$ cat src/rtl/syncfifo_pkg.sv
// Shared defaults, FSM state type and lane-mask helper for the synchronous FIFO
// read-side logic.
package syncfifo_pkg;

  localparam int DATA_WIDTH_DEF = 8;
  localparam int PACK_RATIO_DEF = 4;
  localparam int MAX_LANES      = 16;

  typedef enum logic [0:0] {
    S_COLLECT = 1'b0,
    S_FLUSH   = 1'b1
  } state_t;

  // Lane-valid mask for a word holding n entries, lane 0 first.
  function automatic logic [MAX_LANES-1:0] keep_mask(input int unsigned n);
    logic [MAX_LANES-1:0] mask;
    mask = {MAX_LANES{1'b0}};
    for (int unsigned i = 0; i < MAX_LANES; i++) begin
      mask[i] = (i < n);
    end
    return mask;
  endfunction

endpackage

$ cat src/rtl/fifo_pack_outreg.sv
// Valid/ready output holding register for packed words; contents stay stable
// while the downstream stalls.
module fifo_pack_outreg
  import syncfifo_pkg::*;
#(
  parameter int DATA_WIDTH = DATA_WIDTH_DEF,
  parameter int PACK_RATIO = PACK_RATIO_DEF
) (
  input  logic                           clock,
  input  logic                           fifo_rst_n,
  input  logic                           load,
  input  logic [DATA_WIDTH*PACK_RATIO-1:0] load_data,
  input  logic [PACK_RATIO-1:0]          load_keep,
  input  logic                           m_ready,
  output logic                           m_valid,
  output logic [DATA_WIDTH*PACK_RATIO-1:0] m_data,
  output logic [PACK_RATIO-1:0]          m_keep
);

  localparam int WORD_WIDTH = DATA_WIDTH * PACK_RATIO;

  logic                  valid_r;
  logic [WORD_WIDTH-1:0] data_r;
  logic [PACK_RATIO-1:0] keep_r;

  // Output word register: a load wins over an accept on the same edge.
  always_ff @(posedge clock) begin
    if (!fifo_rst_n) begin
      valid_r <= 1'b0;
      data_r  <= {WORD_WIDTH{1'b0}};
      keep_r  <= {PACK_RATIO{1'b0}};
    end else if (load) begin
      valid_r <= 1'b1;
      data_r  <= load_data;
      keep_r  <= load_keep;
    end else if (m_ready) begin
      valid_r <= 1'b0;
    end else begin
      valid_r <= valid_r;
    end
  end

  assign m_valid = valid_r;
  assign m_data  = data_r;
  assign m_keep  = keep_r;

endmodule

$ cat src/rtl/fifo_rd_packer.sv
// Drains a one-cycle-latency FIFO read port and packs PACK_RATIO entries per
// output word; flush emits a partial word. FIFO_RD_PACKER_MSB_FIRST_EN puts the
// first entry in the top lane.
module fifo_rd_packer
  import syncfifo_pkg::*;
#(
  parameter int DATA_WIDTH = DATA_WIDTH_DEF,
  parameter int PACK_RATIO = PACK_RATIO_DEF,
  parameter int CNT_WIDTH  = 3
) (
  input  logic                             clock,
  input  logic                             fifo_rst_n,
  input  logic                             fifo_empty,
  input  logic [DATA_WIDTH-1:0]            fifo_read_data,
  output logic                             fifo_read_enable,
  input  logic                             flush,
  output logic                             m_valid,
  input  logic                             m_ready,
  output logic [DATA_WIDTH*PACK_RATIO-1:0] m_data,
  output logic [PACK_RATIO-1:0]            m_keep,
  output logic                             busy
);

  localparam int WORD_WIDTH = DATA_WIDTH * PACK_RATIO;
  localparam int LANE_WIDTH = $clog2(PACK_RATIO);
  localparam logic [CNT_WIDTH-1:0] CNT_FULL = CNT_WIDTH'(PACK_RATIO);
  localparam logic [CNT_WIDTH-1:0] CNT_ZERO = {CNT_WIDTH{1'b0}};

  state_t                state_r, state_nxt_s;
  logic [CNT_WIDTH-1:0]  cnt_r, cnt_eff_s, cnt_nxt_s;
  logic [CNT_WIDTH:0]    occupancy_s;
  logic                  inflight_r, busy_r;
  logic [WORD_WIDTH-1:0] pack_r, load_data_s;
  logic [LANE_WIDTH-1:0] lane_sel_s;
  logic [MAX_LANES-1:0]  keep_full_s;
  logic [PACK_RATIO-1:0] keep_lin_s, keep_out_s, load_keep_s;
  logic                  out_free_s, xfer_s, flush_load_s, load_s, rd_en_s;
  logic                  unused_keep_s;

  assign out_free_s  = !m_valid || m_ready;
  assign xfer_s      = (cnt_r == CNT_FULL) && out_free_s;
  assign cnt_eff_s   = xfer_s ? CNT_ZERO : cnt_r;
  assign occupancy_s = {1'b0, cnt_eff_s} + {{CNT_WIDTH{1'b0}}, inflight_r};
  assign load_s      = xfer_s || flush_load_s;
  assign cnt_nxt_s   = load_s ? CNT_ZERO : (cnt_r + {{(CNT_WIDTH-1){1'b0}}, inflight_r});

`ifdef FIFO_RD_PACKER_MSB_FIRST_EN
  assign lane_sel_s = ~cnt_r[LANE_WIDTH-1:0];
`else
  assign lane_sel_s = cnt_r[LANE_WIDTH-1:0];
`endif

  assign keep_full_s   = keep_mask(32'(cnt_r));
  assign keep_lin_s    = keep_full_s[PACK_RATIO-1:0];
  assign unused_keep_s = |keep_full_s[MAX_LANES-1:PACK_RATIO];

  // Keep mask in physical lane order, and the outgoing word with unused lanes zeroed.
  always_comb begin
    keep_out_s  = {PACK_RATIO{1'b0}};
    load_data_s = {WORD_WIDTH{1'b0}};
    for (int i = 0; i < PACK_RATIO; i++) begin
`ifdef FIFO_RD_PACKER_MSB_FIRST_EN
      keep_out_s[PACK_RATIO-1-i] = keep_lin_s[i];
`else
      keep_out_s[i] = keep_lin_s[i];
`endif
    end
    load_keep_s = xfer_s ? {PACK_RATIO{1'b1}} : keep_out_s;
    for (int i = 0; i < PACK_RATIO; i++) begin
      load_data_s[i*DATA_WIDTH +: DATA_WIDTH] =
        load_keep_s[i] ? pack_r[i*DATA_WIDTH +: DATA_WIDTH] : {DATA_WIDTH{1'b0}};
    end
  end

  // FSM state register.
  always_ff @(posedge clock) begin
    if (!fifo_rst_n) begin
      state_r <= S_COLLECT;
    end else begin
      state_r <= state_nxt_s;
    end
  end

  // FSM next state: a flush parks reads until the pending lanes have drained.
  always_comb begin
    state_nxt_s = state_r;
    case (state_r)
      S_COLLECT: begin
        if (flush) begin
          state_nxt_s = S_FLUSH;
        end else begin
          state_nxt_s = S_COLLECT;
        end
      end
      S_FLUSH: begin
        if (!inflight_r && ((cnt_r == CNT_ZERO) || out_free_s)) begin
          state_nxt_s = S_COLLECT;
        end else begin
          state_nxt_s = S_FLUSH;
        end
      end
      default: state_nxt_s = S_COLLECT;
    endcase
  end

  // FSM outputs: read request while collecting, partial load once flushing settles.
  always_comb begin
    rd_en_s      = 1'b0;
    flush_load_s = 1'b0;
    case (state_r)
      S_COLLECT: begin
        rd_en_s      = fifo_rst_n && !fifo_empty && (occupancy_s < {1'b0, CNT_FULL});
        flush_load_s = 1'b0;
      end
      S_FLUSH: begin
        rd_en_s      = 1'b0;
        flush_load_s = !inflight_r && (cnt_r != CNT_ZERO) && (cnt_r != CNT_FULL) && out_free_s;
      end
      default: begin
        rd_en_s      = 1'b0;
        flush_load_s = 1'b0;
      end
    endcase
  end

  // Lane counter, read-latency tracking, lane capture and busy flag.
  always_ff @(posedge clock) begin
    if (!fifo_rst_n) begin
      cnt_r      <= CNT_ZERO;
      inflight_r <= 1'b0;
      busy_r     <= 1'b0;
      pack_r     <= {WORD_WIDTH{1'b0}};
    end else begin
      cnt_r      <= cnt_nxt_s;
      inflight_r <= rd_en_s;
      busy_r     <= (cnt_nxt_s != CNT_ZERO) || rd_en_s || (state_nxt_s == S_FLUSH);
      for (int i = 0; i < PACK_RATIO; i++) begin
        if (inflight_r && (lane_sel_s == LANE_WIDTH'(i))) begin
          pack_r[i*DATA_WIDTH +: DATA_WIDTH] <= fifo_read_data;
        end
      end
    end
  end

  assign fifo_read_enable = rd_en_s;
  assign busy             = busy_r;

  fifo_pack_outreg #(
    .DATA_WIDTH (DATA_WIDTH),
    .PACK_RATIO (PACK_RATIO)
  ) u_outreg (
    .clock      (clock),
    .fifo_rst_n (fifo_rst_n),
    .load       (load_s),
    .load_data  (load_data_s),
    .load_keep  (load_keep_s),
    .m_ready    (m_ready),
    .m_valid    (m_valid),
    .m_data     (m_data),
    .m_keep     (m_keep)
  );

endmodule
$ cat config.mk
export PLATFORM = sky130hd
export DESIGN_NAME = fifo_rd_packer
export DESIGN_NICKNAME = d
export VERILOG_FILES = /design/src/rtl/syncfifo_pkg.sv /design/src/rtl/fifo_pack_outreg.sv /design/src/rtl/fifo_rd_packer.sv
export SDC_FILE = /design/constraint.sdc
export NUM_CORES = 1
export LEC_CHECK = 0
export ABC_AREA = 1
export ABC_CLOCK_PERIOD_IN_PS = 1700
export BUFFER_PORTS_ARGS = -buffer_cell sky130_fd_sc_hd__buf_2
export CAP_MARGIN = 40
export CORE_MARGIN = 2
export CORE_UTILIZATION = 40
export DETAILED_ROUTE_END_ITERATION = 6
export PLACE_DENSITY_LB_ADDON = 0.15
export SLEW_MARGIN = 25
export SYNTH_ARGS = -nofsm -noshare
export SYNTH_HDL_FRONTEND = slang
export SYNTH_SLANG_ARGS = --single-unit
$ cat constraint.sdc
create_clock -name clock -period 1.7 [get_ports clock]
set_input_delay 0.17 -clock clock [delete_from_list [all_inputs] [get_ports clock]]
set_output_delay 0.17 -clock clock [all_outputs]
set_load 0.05 [all_outputs]
**After elaboration in Yosys (flattened, before gate mapping)**

Cells that the tools add are included.

- Register bits after elaboration: 75
- Input bits: 13
- Output and inout port bits: 39
- Logic and storage cells: 62

- Add/sub/neg operators: 2
- Magnitude comparators: 5
- Eq/ne operators: 5
- Multiplexer cells: 14
- Bitwise operators: 1
- Reduce and logical (&&, ||, !) cells: 24

Operators by type and width:

| cell | number |
|---|---|
| $mux 8 | 4 |
| $logic_and 1x1->1 | 11 |
| $lt 1x3->1 const A | 2 |
| $lt 2x3->1 const A | 2 |
| $mux 3 | 2 |
| $pmux 1 s2 | 3 |
| $reduce_bool 3->1 | 2 |
| $logic_or 1x1->1 | 5 |
| $add 3x1->4 | 1 |
| $eq 2x2->1 const B | 2 |
| $lt 4x3->1 const B | 1 |
| $mux 1 | 4 |
| $mux 4 | 1 |
| $add 3x1->3 | 1 |
| $eq 3x3->1 const B | 1 |
| $logic_not 1->1 | 3 |
| $logic_not 3->1 | 1 |
| $ne 3x3->1 const B | 1 |
| $eq 2x1->1 const B | 1 |
| $logic_not 2->1 | 1 |
| $reduce_bool 2->1 | 1 |
| $not 1->1 | 1 |

**Longest topological paths before layout**

- Word-level depth: 10
- Mapped depth: 9
- Gate-level depth less buffers: 9

**Hierarchy**

A second synthesis with hierarchy kept.

- Cells, all modules: 397
- Area total of the unflattened synthesis: 3037.9 µm²

By module, submodules not included:

| module | times used | cells an instance | area an instance (µm²) |
|---|---|---|---|
| fifo_rd_packer | 1 | 236 | 1667.8 |
| fifo_pack_outreg | 1 | 161 | 1370.1 |

**Least setup slack after synthesis**

Ideal clock, no wire load.

- Path type: reg2reg
- From: reg u_outreg.valid_r, in the netlist u_outreg.m_valid
- To: reg u_outreg.data_r[7], in the netlist u_outreg.m_data[7]
- Library setup time: 0.118 ns
- Arrival: 1.385 ns
- Slack: 0.198 ns
- Cell stages (with the launch flop): 7
- Buffers on the path: 1
- Period minus slack after synthesis: 1.502 ns
- Path through: dfxtp_1 -> nand2_1 -> nand3_4 -> inv_2 -> buf_4 -> o21ai_1 -> a21oi_1

- Longest elaborated chain between the ends: 5
- Elaborated cells between the ends (all ways): 8
- Classes of those cells: 3 x mux; 5 x reduce/logical

RTL lines:

| what | RTL line | RTL |
|---|---|---|
| from (decl) | fifo_pack_outreg.sv:22 | `logic valid_r;` |
| from (signal assigned) | fifo_pack_outreg.sv:39 | `valid_r <= valid_r;` |
| $logic_not 1->1 (*) | fifo_rd_packer.sv:40 | `assign out_free_s = !m_valid \|\| m_ready;` |
| $logic_or 1x1->1 (*) | fifo_rd_packer.sv:40 |  |
| $logic_and 1x1->1 (on tied branches) | fifo_rd_packer.sv:117, fifo_rd_packer.sv:41 |  |
| $pmux 1 s2 or $mux 4 (tied branches) | fifo_rd_packer.sv:110, fifo_rd_packer.sv:68 |  |
| $logic_or 1x1->1 or $mux 8 (tied branches) | fifo_rd_packer.sv:44, fifo_rd_packer.sv:71 |  |
| to (signal assigned) | fifo_pack_outreg.sv:30 | `data_r <= {WORD_WIDTH{1'b0}};` |
| to (signal assigned) | fifo_pack_outreg.sv:34 | `data_r <= load_data;` |
| to (decl) | fifo_pack_outreg.sv:23 | `logic [WORD_WIDTH-1:0] data_r;` |

Every way passes the cells marked *; elsewhere a longest branch is shown, timed or not.
A chain may end at the register's enable or synchronous reset.

**Final worst setup path**

- From: reg cnt_r[1]
- To: out fifo_read_enable

- Longest elaborated chain between the ends: 7

RTL lines:

| what | RTL line | RTL |
|---|---|---|
| from (decl) | fifo_rd_packer.sv:30 | `logic [CNT_WIDTH-1:0] cnt_r, cnt_eff_s, cnt_nxt_s;` |
| from (signal assigned) | fifo_rd_packer.sv:134 | `cnt_r <= cnt_nxt_s;` |
| $eq 3x3->1 | fifo_rd_packer.sv:41 | `assign xfer_s = (cnt_r == CNT_FULL) && out_free_s;` |
| $logic_and 1x1->1 | fifo_rd_packer.sv:41 |  |
| $mux 3 (*) | fifo_rd_packer.sv:42 | `assign cnt_eff_s = xfer_s ? CNT_ZERO : cnt_r;` |
| $add 3x1->4 (*) | fifo_rd_packer.sv:43 | `assign occupancy_s = {1'b0, cnt_eff_s} + {{CNT_WIDTH{1'b0}}, inflight_r};` |
| $lt 4x3->1 (*) | fifo_rd_packer.sv:112 | `rd_en_s = fifo_rst_n && !fifo_empty && (occupancy_s < {1'b0, CNT_FULL});` |
| $logic_and 1x1->1 (*) | fifo_rd_packer.sv:112 |  |
| $pmux 1 s2 (*) | fifo_rd_packer.sv:110 | `case (state_r)` |
| to (decl) | fifo_rd_packer.sv:15 | `output logic fifo_read_enable,` |

Marks and branches as above.

==> flow_summary.ini <==
[timing]
finalSetupViolCount = 0
hold_viol = 0
fin_crit_ps = 1610
final_max_slew_viol_count = 0
grt_setup_unrepaired = true
worst_pin_slew_ps = 411
fmax_ghz = 0.622
final.setup.tns_ps = 0
setup_ws_ps = 92.5
max_slew_margin_pct = 72.6
finalCritPeriodShare_pct = 94.6
fin_skew_ps = 8.66

[detailed_routing]
drt.antenna.violating_nets = 0
vias = 2359
viasPerCell = 4.89
drc = 3
first_pass_iters = 6
wl_per_cell_um = 13.3
drt_first_iter_violations = 101
wl_um = 6420

[yosys]
yosysUniqueCellTypes = 18
ys.flop_type = dfxtp_1
async_flop_share_pct = 0
synth_cells = 343
synth_warnings = 0
synth_edf_count = 0
mappedNetlistArea_um2 = 2680
avgSynthCellArea_um2 = 7.81
synth_nets = 358
yosys_register_bits = 75
synth_seq_area_share_pct = 56.0

[floorplanning]
fp.coreArea_um2 = 6420
io-pin-count = 52
die-width_um = 85.9
die_h_um = 85.9
start_util_pct = 41.7
rows = 29
dieArea_um2 = 7370

[clock_network]
cts_setup_buffers = 0
cts_root_buf = clkbuf_8
cts_tree = yes
insertion_delay_ps = 350
clkSlewWorstSetupHoldPaths_ps = 80
cts_sinks = 75
post_cts_resized = 0
h-tree-depth = 3
clock_path_buffers = 2
ctsHoldBuffers = 0
cts-buffers-inserted = 9

[worst_setup_path]
cp_cell_sequence = inv_2 -> nor2_2 -> nor2_1 -> nand2_1 -> inv_1 -> buf_2
required_ps = 1530
rr_worst_depth = 7
critPathCaptureType = output port
path_class = flop to output port
cp_max_fo = 6
crit_path_max_incr_delay_ps = 440
worstPathArrival_ps = 1440
start_kind = flop
cpMaxStageDelayCell = dfxtp_1

[global_route]
grt_first_pass_wirelength_um = 10500
track_usage_pct = 18.7
grt_start_max_net_pins = 36
grt_overflow_total = 0
first_global_vias = 2129
antenna_found_initial = 0

[place]
dp.cells = 466
dpl.hpwl_um = 4320
io_buffers = 51
gp_congestion = 0.827
dp_slack_ps = 138

[final_layout]
diodes = 0
instances_no_fill = 482
drive_gt1_share_pct = 21.0
fillCellCount = 647
fin_nets = 415
multi_input_comb_area_um2 = 1040
ff_latch_area_um2 = 1500
area_delta_synth_final_pct = 23.2

[outcome]
status = finished, violations left
violations = design-rule violations

[pwr]
power.leakage_uw = 0.00147
intPower_uw = 3020
p_sw_uw = 965
sw_frac_of_total_pct = 24.2
sequentialPowerShare_pct = 46.0
pwr-share-clk_pct = 45.1
powerDensity_nw_per_um2 = 1210
vdd_drop_max_mv = 0.448
combPwrFrac_pct = 8.8

[hold_path]
hold_depth = 3
hp-class = input pin to flop

[run]
cap_violations = 0
path summary, 6_finish.rpt:
| kind | from | endpoint | slack [ps] |
|---|---|---|---|
| max | cnt_r[1] | fifo_read_enable | 90 |
| min | fifo_read_data[6] | pack_r[22] | 150 |
| max reg2reg | cnt_r[1] | u_outreg.m_data[9] | 130 |
| min reg2reg | pack_r[6] | pack_r[6] | 460 |
through the flow:
stage	total power, uW	hold slack (ps)	instance area [um^2]	util, %
global placement	2230	445	3030	47.1
floorplan	2130	305	2680	-
finish	3990	145	3300	51.4
detailed placement	2230	450	3030	47.1
global route	4140	150	3300	51.4
CTS	4020	137	3290	51.3
synthesized netlist by cell type, types with 2 or more instances:
| cell | number | area [um^2] |
|---|---|---|
| dfxtp_1 | 75 | 1500 |
| nand2_1 | 67 | 251 |
| nor2_1 | 66 | 248 |
| a21oi_1 | 44 | 220 |
| o21ai_0 | 38 | 190 |
| inv_1 | 21 | 78.8 |
| clkbuf_1 | 7 | 26.3 |
| nand3_1 | 6 | 30.0 |
| nor2_2 | 4 | 25.0 |
| buf_2 | 3 | 15.0 |
| inv_2 | 3 | 11.3 |
| buf_4 | 2 | 15.0 |
| ha_1 | 2 | 25.0 |
routing by layer:
metal	GRT usage, %	wire [um]	up-vias
met5	0	0	-
met3	4.52	428	11
met1	27.6	3160	1073
li1	-	-	1211
met4	8.37	141	0
met2	25.8	2690	64
cells in the final DEF (no fill, tap or decap):
cell type,netlist,routed
a21oi_1,44,44
buf_2,3,51
buf_4,2,7
bufinv_16,0,4
clkbuf_1,7,1
clkbuf_8,0,9
clkinv_1,1,1
clkinvlp_4,0,1
dfxtp_1,75,74
dfxtp_2,0,1
ha_1,2,2
inv_1,21,21
inv_2,3,3
inv_6,0,1
nand2_1,67,66
nand2_2,0,1
nand3_1,6,6
nand3_4,1,1
nor2_1,66,66
nor2_2,4,3
nor2_4,0,1
nor3_2,1,1
o21ai_0,38,38
o21ai_1,1,1
or2_2,1,1
registers in the layout, summed over array words and instances, names as in the netlist:
name              cells
pack_r               32
cnt_r                 3
u_outreg.m_valid      1
state_r               1
inflight_r            1
u_outreg.m_data      32
busy                  1
u_outreg.m_keep       4
cell families (layout without fill, tap and decap cells):
logic type      count (synthesis)  in the layout  share of synthesized area [%]
flops                          75             75                           56.0
buf+inv                        37             99                           5.60
simple gates                  146            146                           21.9
fa+ha+maj                       2              2                          0.934
compound gates                 83             83                           15.5
layout make-up:
cell class | instances | area share, %
clock inverter | 6 | 4.13
timing repair buffer | 58 | 9.33
sequential | 75 | 45.5
tap | 77 | 2.92
inverter | 25 | 2.84
multi-input combinational | 231 | 31.4
clock buffer | 10 | 3.87
critical path, delay by kind of cell (launching register included):
| family | cells | cell delay, ps |
|---|---|---|
| buf+inv | 3 | 330 |
| simple gates | 3 | 320 |
| flops | 1 | 440 |
power groups by stage:
| stage | Sequential [uW] | Combinational, uW | Clock, uW |
|---|---|---|---|
| floorplan | 1970 | 160 | 0 |
| global placement | 1880 | 350 | 0 |
| detailed placement | 1880 | 353 | 0 |
| CTS | 1840 | 355 | 1830 |
| global route | 1840 | 387 | 1910 |
| finish | 1840 | 352 | 1800 |
Note: power is estimated with default switching activity, not from simulation.
